### config.mk
export PLATFORM = sky130hd
export DESIGN_NAME = mux_seq_gen
export DESIGN_NICKNAME = d
export VERILOG_FILES = /design/src/rtl/mux_seq_gen.sv
export SDC_FILE = /design/constraint.sdc
export NUM_CORES = 2
export LEC_CHECK = 0
export CAP_MARGIN = 25
export CORE_AREA = 4 4 616 618
export DETAILED_ROUTE_END_ITERATION = 10
export DIE_AREA = 0 0 620 622
export PLACE_DENSITY = 0.31
export SKIP_LAST_GASP = 1
export SLEW_MARGIN = 10
export SYNTH_ARGS = -nofsm -noshare
export SYNTH_HDL_FRONTEND = slang
export SYNTH_SLANG_ARGS = --single-unit
### constraint.sdc
create_clock -name clk -period 28.3 [get_ports clk]
set_clock_uncertainty 0.15 [all_clocks]
set_input_delay 2.83 -clock clk [delete_from_list [all_inputs] [get_ports clk]]
set_output_delay 2.83 -clock clk [all_outputs]
set_load 0.03 [all_outputs]
### src/rtl/mux_seq_gen.sv
// Successor sequencer/mux for the VPU butterfly: issues a0/a1 or b0 reads, interleaves the
// returned lanes onto the o1/o2 groups and tags beats that lie in the negate region.
module mux_seq_gen #(
  parameter int unsigned DATA_WIDTH = 64,
  parameter int unsigned LANES      = 4,
  parameter int unsigned ADDR_WIDTH = 12,
  parameter int unsigned BRAM_LAT   = 2,
  parameter int unsigned URAM_LAT   = 5,
  parameter int unsigned ALIGN_W    = 4
) (
  input  logic                        clk,
  input  logic                        rst,
  input  logic                        i_en,
  input  logic                        i_start,
  input  logic                        i_mode,
  input  logic [3:0]                  i_n,
  input  logic [ADDR_WIDTH:0]         i_len,
  input  logic [ALIGN_W-1:0]          i_align,
  input  logic [LANES*DATA_WIDTH-1:0] i_data_a0,
  input  logic [LANES*DATA_WIDTH-1:0] i_data_a1,
  input  logic [LANES*DATA_WIDTH-1:0] i_data_b0,
  input  logic [LANES*DATA_WIDTH-1:0] i_data_c1,
  output logic [ADDR_WIDTH-1:0]       o_addr_a0,
  output logic [ADDR_WIDTH-1:0]       o_addr_a1,
  output logic [ADDR_WIDTH-1:0]       o_addr_b0,
  output logic                        o_en_bram_a0,
  output logic                        o_en_bram_a1,
  output logic                        o_en_bram_b0,
  output logic [LANES*DATA_WIDTH-1:0] o_data_o1,
  output logic [LANES*DATA_WIDTH-1:0] o_data_o2,
  output logic [3:0]                  o_n,
  output logic                        o_valid,
  output logic                        o_negate,
  output logic                        o_busy,
  output logic                        o_done
);

  localparam int unsigned DEPTH   = 1 << ADDR_WIDTH;
  localparam int unsigned HALF    = DEPTH / 2;
  localparam int unsigned LEN_W   = ADDR_WIDTH + 1;
  localparam int unsigned BUS_W   = LANES * DATA_WIDTH;
  localparam int unsigned MAX_LAT = (BRAM_LAT > URAM_LAT) ? BRAM_LAT : URAM_LAT;
  localparam int unsigned LAT_W   = $clog2(MAX_LAT + 1);
  localparam logic [ADDR_WIDTH-1:0] A1_BASE = ADDR_WIDTH'(HALF);

  typedef enum logic [1:0] {IDLE, ALIGN, ISSUE, DRAIN} state_t;

  state_t             state;
  logic               mode_q;
  logic [LEN_W-1:0]   len_q;
  logic [LEN_W-1:0]   k;
  logic [ALIGN_W-1:0] cnt_align;
  logic [LAT_W-1:0]   cnt_drain;
  logic [MAX_LAT-1:0] vpipe;
  logic [LEN_W-1:0]   ktag [MAX_LAT];

  logic [LEN_W-1:0]   len_c;
  logic [LEN_W-1:0]   thr;
  logic [LAT_W-1:0]   lat_sel;
  logic               v_tap;
  logic [LEN_W-1:0]   k_tap;
  logic               issue;
  logic [BUS_W-1:0]   x_bus, y_bus, o1_c, o2_c;

  assign lat_sel = mode_q ? LAT_W'(URAM_LAT) : LAT_W'(BRAM_LAT);
  assign issue   = o_en_bram_a0 | o_en_bram_b0;

  // Mode 0 can only walk the lower half of the BRAM pair.
  always_comb begin
    len_c = i_len;
    if (!i_mode && (i_len > LEN_W'(HALF))) len_c = LEN_W'(HALF);
  end

  // Negate threshold saturates at one beat for small transforms.
  always_comb begin
    if (32'(o_n) >= ADDR_WIDTH) thr = LEN_W'(1);
    else                        thr = LEN_W'(DEPTH >> o_n);
  end

  // Pick the pipeline stage that lines up with the active memory latency.
  always_comb begin
    v_tap = 1'b0;
    k_tap = '0;
    for (int i = 0; i < MAX_LAT; i++) begin
      if (LAT_W'(i + 1) == lat_sel) begin
        v_tap = vpipe[i];
        k_tap = ktag[i];
      end
    end
  end

  // Lane interleave: even lanes go to o1, odd lanes to o2, X/Y alternating.
  always_comb begin
    x_bus = mode_q ? i_data_b0 : i_data_a0;
    y_bus = mode_q ? i_data_c1 : i_data_a1;
    o1_c  = '0;
    o2_c  = '0;
    for (int j = 0; j < LANES / 2; j++) begin
      o1_c[(2*j)*DATA_WIDTH   +: DATA_WIDTH] = x_bus[(2*j)*DATA_WIDTH   +: DATA_WIDTH];
      o1_c[(2*j+1)*DATA_WIDTH +: DATA_WIDTH] = y_bus[(2*j)*DATA_WIDTH   +: DATA_WIDTH];
      o2_c[(2*j)*DATA_WIDTH   +: DATA_WIDTH] = x_bus[(2*j+1)*DATA_WIDTH +: DATA_WIDTH];
      o2_c[(2*j+1)*DATA_WIDTH +: DATA_WIDTH] = y_bus[(2*j+1)*DATA_WIDTH +: DATA_WIDTH];
    end
  end

  always_ff @(posedge clk or posedge rst) begin
    if (rst) begin
      state        <= IDLE;
      mode_q       <= 1'b0;
      len_q        <= '0;
      k            <= '0;
      cnt_align    <= '0;
      cnt_drain    <= '0;
      vpipe        <= '0;
      for (int i = 0; i < MAX_LAT; i++) ktag[i] <= '0;
      o_addr_a0    <= '0;
      o_addr_a1    <= A1_BASE;
      o_addr_b0    <= '0;
      o_en_bram_a0 <= 1'b0;
      o_en_bram_a1 <= 1'b0;
      o_en_bram_b0 <= 1'b0;
      o_data_o1    <= '0;
      o_data_o2    <= '0;
      o_n          <= '0;
      o_valid      <= 1'b0;
      o_negate     <= 1'b0;
      o_busy       <= 1'b0;
      o_done       <= 1'b0;
    end else if (!i_en) begin
      // Flush: abandon the transfer, keep the last output data.
      state        <= IDLE;
      vpipe        <= '0;
      o_addr_a0    <= '0;
      o_addr_a1    <= A1_BASE;
      o_addr_b0    <= '0;
      o_en_bram_a0 <= 1'b0;
      o_en_bram_a1 <= 1'b0;
      o_en_bram_b0 <= 1'b0;
      o_valid      <= 1'b0;
      o_negate     <= 1'b0;
      o_busy       <= 1'b0;
      o_done       <= 1'b0;
    end else begin
      vpipe[0] <= issue;
      ktag[0]  <= k;
      for (int i = 1; i < MAX_LAT; i++) begin
        vpipe[i] <= vpipe[i-1];
        ktag[i]  <= ktag[i-1];
      end
      o_valid   <= v_tap;
      o_negate  <= v_tap && (k_tap < thr);
      o_data_o1 <= o1_c;
      o_data_o2 <= o2_c;
      o_done    <= 1'b0;

      case (state)
        IDLE: begin
          if (i_start && (i_len != '0)) begin
            mode_q <= i_mode;
            o_n    <= i_n;
            len_q  <= len_c;
            k      <= '0;
            o_busy <= 1'b1;
            if (!i_mode) begin
              state        <= ISSUE;
              o_en_bram_a0 <= 1'b1;
              o_en_bram_a1 <= 1'b1;
            end else if (i_align == '0) begin
              state        <= ISSUE;
              o_en_bram_b0 <= 1'b1;
            end else begin
              state     <= ALIGN;
              cnt_align <= i_align - ALIGN_W'(1);
            end
          end
        end
        ALIGN: begin
          if (cnt_align == '0) begin
            state        <= ISSUE;
            o_en_bram_b0 <= 1'b1;
          end else begin
            cnt_align <= cnt_align - ALIGN_W'(1);
          end
        end
        ISSUE: begin
          if (k == len_q - LEN_W'(1)) begin
            state        <= DRAIN;
            cnt_drain    <= lat_sel;
            o_en_bram_a0 <= 1'b0;
            o_en_bram_a1 <= 1'b0;
            o_en_bram_b0 <= 1'b0;
            o_addr_a0    <= '0;
            o_addr_a1    <= A1_BASE;
            o_addr_b0    <= '0;
          end else begin
            k <= k + LEN_W'(1);
            if (!mode_q) begin
              o_addr_a0 <= ADDR_WIDTH'(k + LEN_W'(1));
              o_addr_a1 <= A1_BASE + ADDR_WIDTH'(k + LEN_W'(1));
            end else begin
              o_addr_b0 <= ADDR_WIDTH'(k + LEN_W'(1));
            end
          end
        end
        DRAIN: begin
          if (cnt_drain == '0) begin
            state  <= IDLE;
            o_busy <= 1'b0;
            o_done <= 1'b1;
          end else begin
            cnt_drain <= cnt_drain - LAT_W'(1);
          end
        end
        default: state <= IDLE;
      endcase
    end
  end

endmodule

==> impl_metrics.ini <==
[yosys]
synth_xor_area_frac = 0.00811
synth_ff_type = dfrtp_1
synth.area.mux_share = 0.205
syn_area_per_cell_sq_um = 10.6
ys_warn_count = 0
synth_area_sq_mm = 0.0302
synthesis.nets = 3933
synth_top_area_share = 0.540
synthTopCellsByCount = dfrtp_1, nor2_1, a21oi_1, mux2i_1, clkbuf_1
synth.ff_latch_count = 653
synth_compound_area_frac = 0.112
synthAdderAreaFrac = 0.00869
synth.area.top_cells = dfrtp_1, mux2i_1, a21oi_1
yosysTopAreaCell = dfrtp_1
synth-edff-count = 0
synth_async_sr_flop_share = 1.00
synth_cell_type_count = 62
postSynthCellCount = 2862
yosys.area_share.simple = 0.0924
yosysMostFrequentCell = dfrtp_1
ys_seq_area_frac = 0.541
synth_top_family_by_area = multiplexers

[drt]
finalWirelength_microns = 275000
vias = 29000
drt_pass1_iterations = 5
routed_via_density = 3.06
drc = 0
drt.antenna.violating_nets = 0
routedWlPerCell_microns = 29.0
drt_iter0_drc = 1528

[timing]
tightest_slew_ps = 1110
setup_tns_ps = 0
rsz0062_at_grt = no
slew_viol_final = 0
hold_viol = 0
finalWorstSetupSlack_ps = 21410
min_period_ps = 6890
fin_crit_sh = 0.243
relSlewSlack = 0.259
setup_viol = 0
fmax_mhz = 145

[floorplanning]
ios = 1609
core_area_sq_mm = 0.374
initial_utilization = 0.0807
fp-row-count = 225
die_w_microns = 620
dieArea_sq_mm = 0.386
die_h_microns = 622

[setup_path]
crit_required_ps = 28860
crit_slowest_cell = buf_4
cp_num_buf_inv = 6
startpoint_type = input pin
cp.arrival_ps = 7450
crit_top_cell = buf_4
cp_max_fo = 181
worst_path_largest_cell_delay_ps = 890
startpoint = i_en
crit_type = input pin to flop
cp_top_family = buffers and inverters
crit_path_end_kind = flop
r2r_start = mode_q
crit_chain = buf_8, buf_4, buf_12, buf_4, buf_4, buf_4, nor2_1, a21oi_1

[worst_hold_path]
hp-start = vpipe[2]
hold_path.class = flop to flop

[global_routing]
antenna_found_initial = 100
first_global_vias = 29600
grt_pass1_wl_microns = 343000
grt.overflow.total = 0
track_usage = 0.136
grt_max_degree = 190

[cts]
postCtsSetupRepairBufs = 0
cts_tree = yes
htreeDepth = 3
cts-hold-fix-buffers = 0
root_buffer = clkbuf_16
cts_made_buffers = 97
clock_path_buffers = 4
insertion_delay_ps = 790
clk_pin_slew_worst_paths_ps = 60
cts.sinks = 653
cts-resized-gates = 0

[layout]
fill_cells = 42200
area_delta_synth_final_pct = 83.1
seqCellArea_sq_mm = 0.0163
instances_no_fill = 9470
fin_area_sq_mm = 0.0553
multi_input_area_sq_mm = 0.0129
drive_above_1_share = 0.0680
nets = 5454

[pwr]
vdd_drop_max_v = 0.0000525
p_per_area_mw_per_mm2 = 89.7
p_leak_uw = 0.0212

[placement]
place_area_sq_mm = 0.0520
place_congestion = 0.928
hpwlAfterDp_microns = 238000
io_buffers = 1608
dp_slack_ps = 20800
place_inst = 9277

[flow_run]
cap_violations = 0

[outcome]
status = complete, no violations
[layout by cell type, fill, tap and decap left out, types with 3 or more instances in the layout]
master | Yosys | final
diode_2 | 0 | 20
or3_1 | 4 | 4
nand4_1 | 11 | 11
buf_12 | 0 | 4
nand2b_1 | 3 | 3
bufinv_16 | 0 | 10
clkbuf_8 | 0 | 19
xnor2_1 | 18 | 18
clkbuf_16 | 0 | 97
and2_1 | 8 | 8
buf_4 | 12 | 42
xor2_1 | 10 | 10
ha_1 | 21 | 21
a21boi_0 | 3 | 3
inv_6 | 0 | 6
clkinvlp_4 | 0 | 7
mux2i_1 | 527 | 527
nand3_1 | 17 | 17
mux2_2 | 83 | 83
clkbuf_1 | 132 | 10
nor3_1 | 7 | 7
clkinv_2 | 0 | 19
a211oi_1 | 21 | 21
inv_1 | 23 | 22
and3_1 | 8 | 8
clkdlybuf4s50_1 | 0 | 1596
nor2b_1 | 12 | 12
a21o_1 | 4 | 4
a22o_1 | 16 | 16
a21oi_1 | 531 | 531
nor4_1 | 8 | 8
o211ai_1 | 3 | 3
dfrtp_1 | 652 | 651
nor2_1 | 546 | 544
nand2_1 | 43 | 43
o2bb2ai_1 | 4 | 4
o21ai_0 | 17 | 17
[worst paths after layout]
| kind | cells past startpoint | slack (ps) | end |
|---|---|---|---|
| max in group asynchronous | 7 | 22150 | o_data_o1[158] |
| worst min register to register | 1 | 300 | vpipe[3] |
| worst max register to register | 6 | 23240 | o_data_o1[67] |
| worst max-delay path | 8 | 21410 | o_data_o1[200] |
| worst min-delay path | 1 | 300 | vpipe[3] |
| min in group asynchronous | 2 | 2450 | o_data_o2[252] |
[layer usage]
layer	up-vias	share of wire	global-route usage
met1	14300	0.40	0.160
met2	1200	0.50	0.242
met3	267	0.083	0.0453
li1	13100	-	-
met4	26	0.019	0.0232
met5	-	0.00062	0
[cell type report]
cell class / instances / share of cell area
Clock buffer: 126 / 0.0493
Tap cell: 4994 / 0.113
Timing Repair Buffer: 1644 / 0.297
Antenna cell: 20 / 0.000904
Multi-Input combinational cell: 1964 / 0.233
Clock inverter: 46 / 0.0102
Sequential cell: 653 / 0.295
Inverter: 23 / 0.00170
[power by group]
group | switching (uW) | internal, uW
Combinational | 1420 | 846
Clock | 510 | 770
Sequential | 257 | 1160
Total | 2190 | 2770
[sequential cells by signal, summed over array words and instances, names as in the netlist, 2 cells and up]
name	count
cnt_align	4
cnt_drain	3
k	13
ktag	65
len_q	13
o_addr_a0	12
o_addr_b0	12
o_data_o1	256
o_data_o2	256
o_n	4
state	2
vpipe	5
[through the flow]
stage	utilization	hold WS, ps	total power [uW]
after detailed placement	0.139	291	3750
after CTS	0.148	304	5090
after floorplan	-	284	2440
after global placement	0.139	288	3750
after global routing	0.148	322	5210
final	0.148	303	4960
[kinds of logic after synthesis]
kind of cell / count (synthesis)
AND/OR/NAND/NOR: 680
flip-flops: 653
AO/OA/AOI/OAI: 625
multiplexers: 610
buffers and inverters: 245
XOR/XNOR: 28
adder cells (fa/ha/maj): 21
Note: power is estimated with default switching activity, not from simulation.
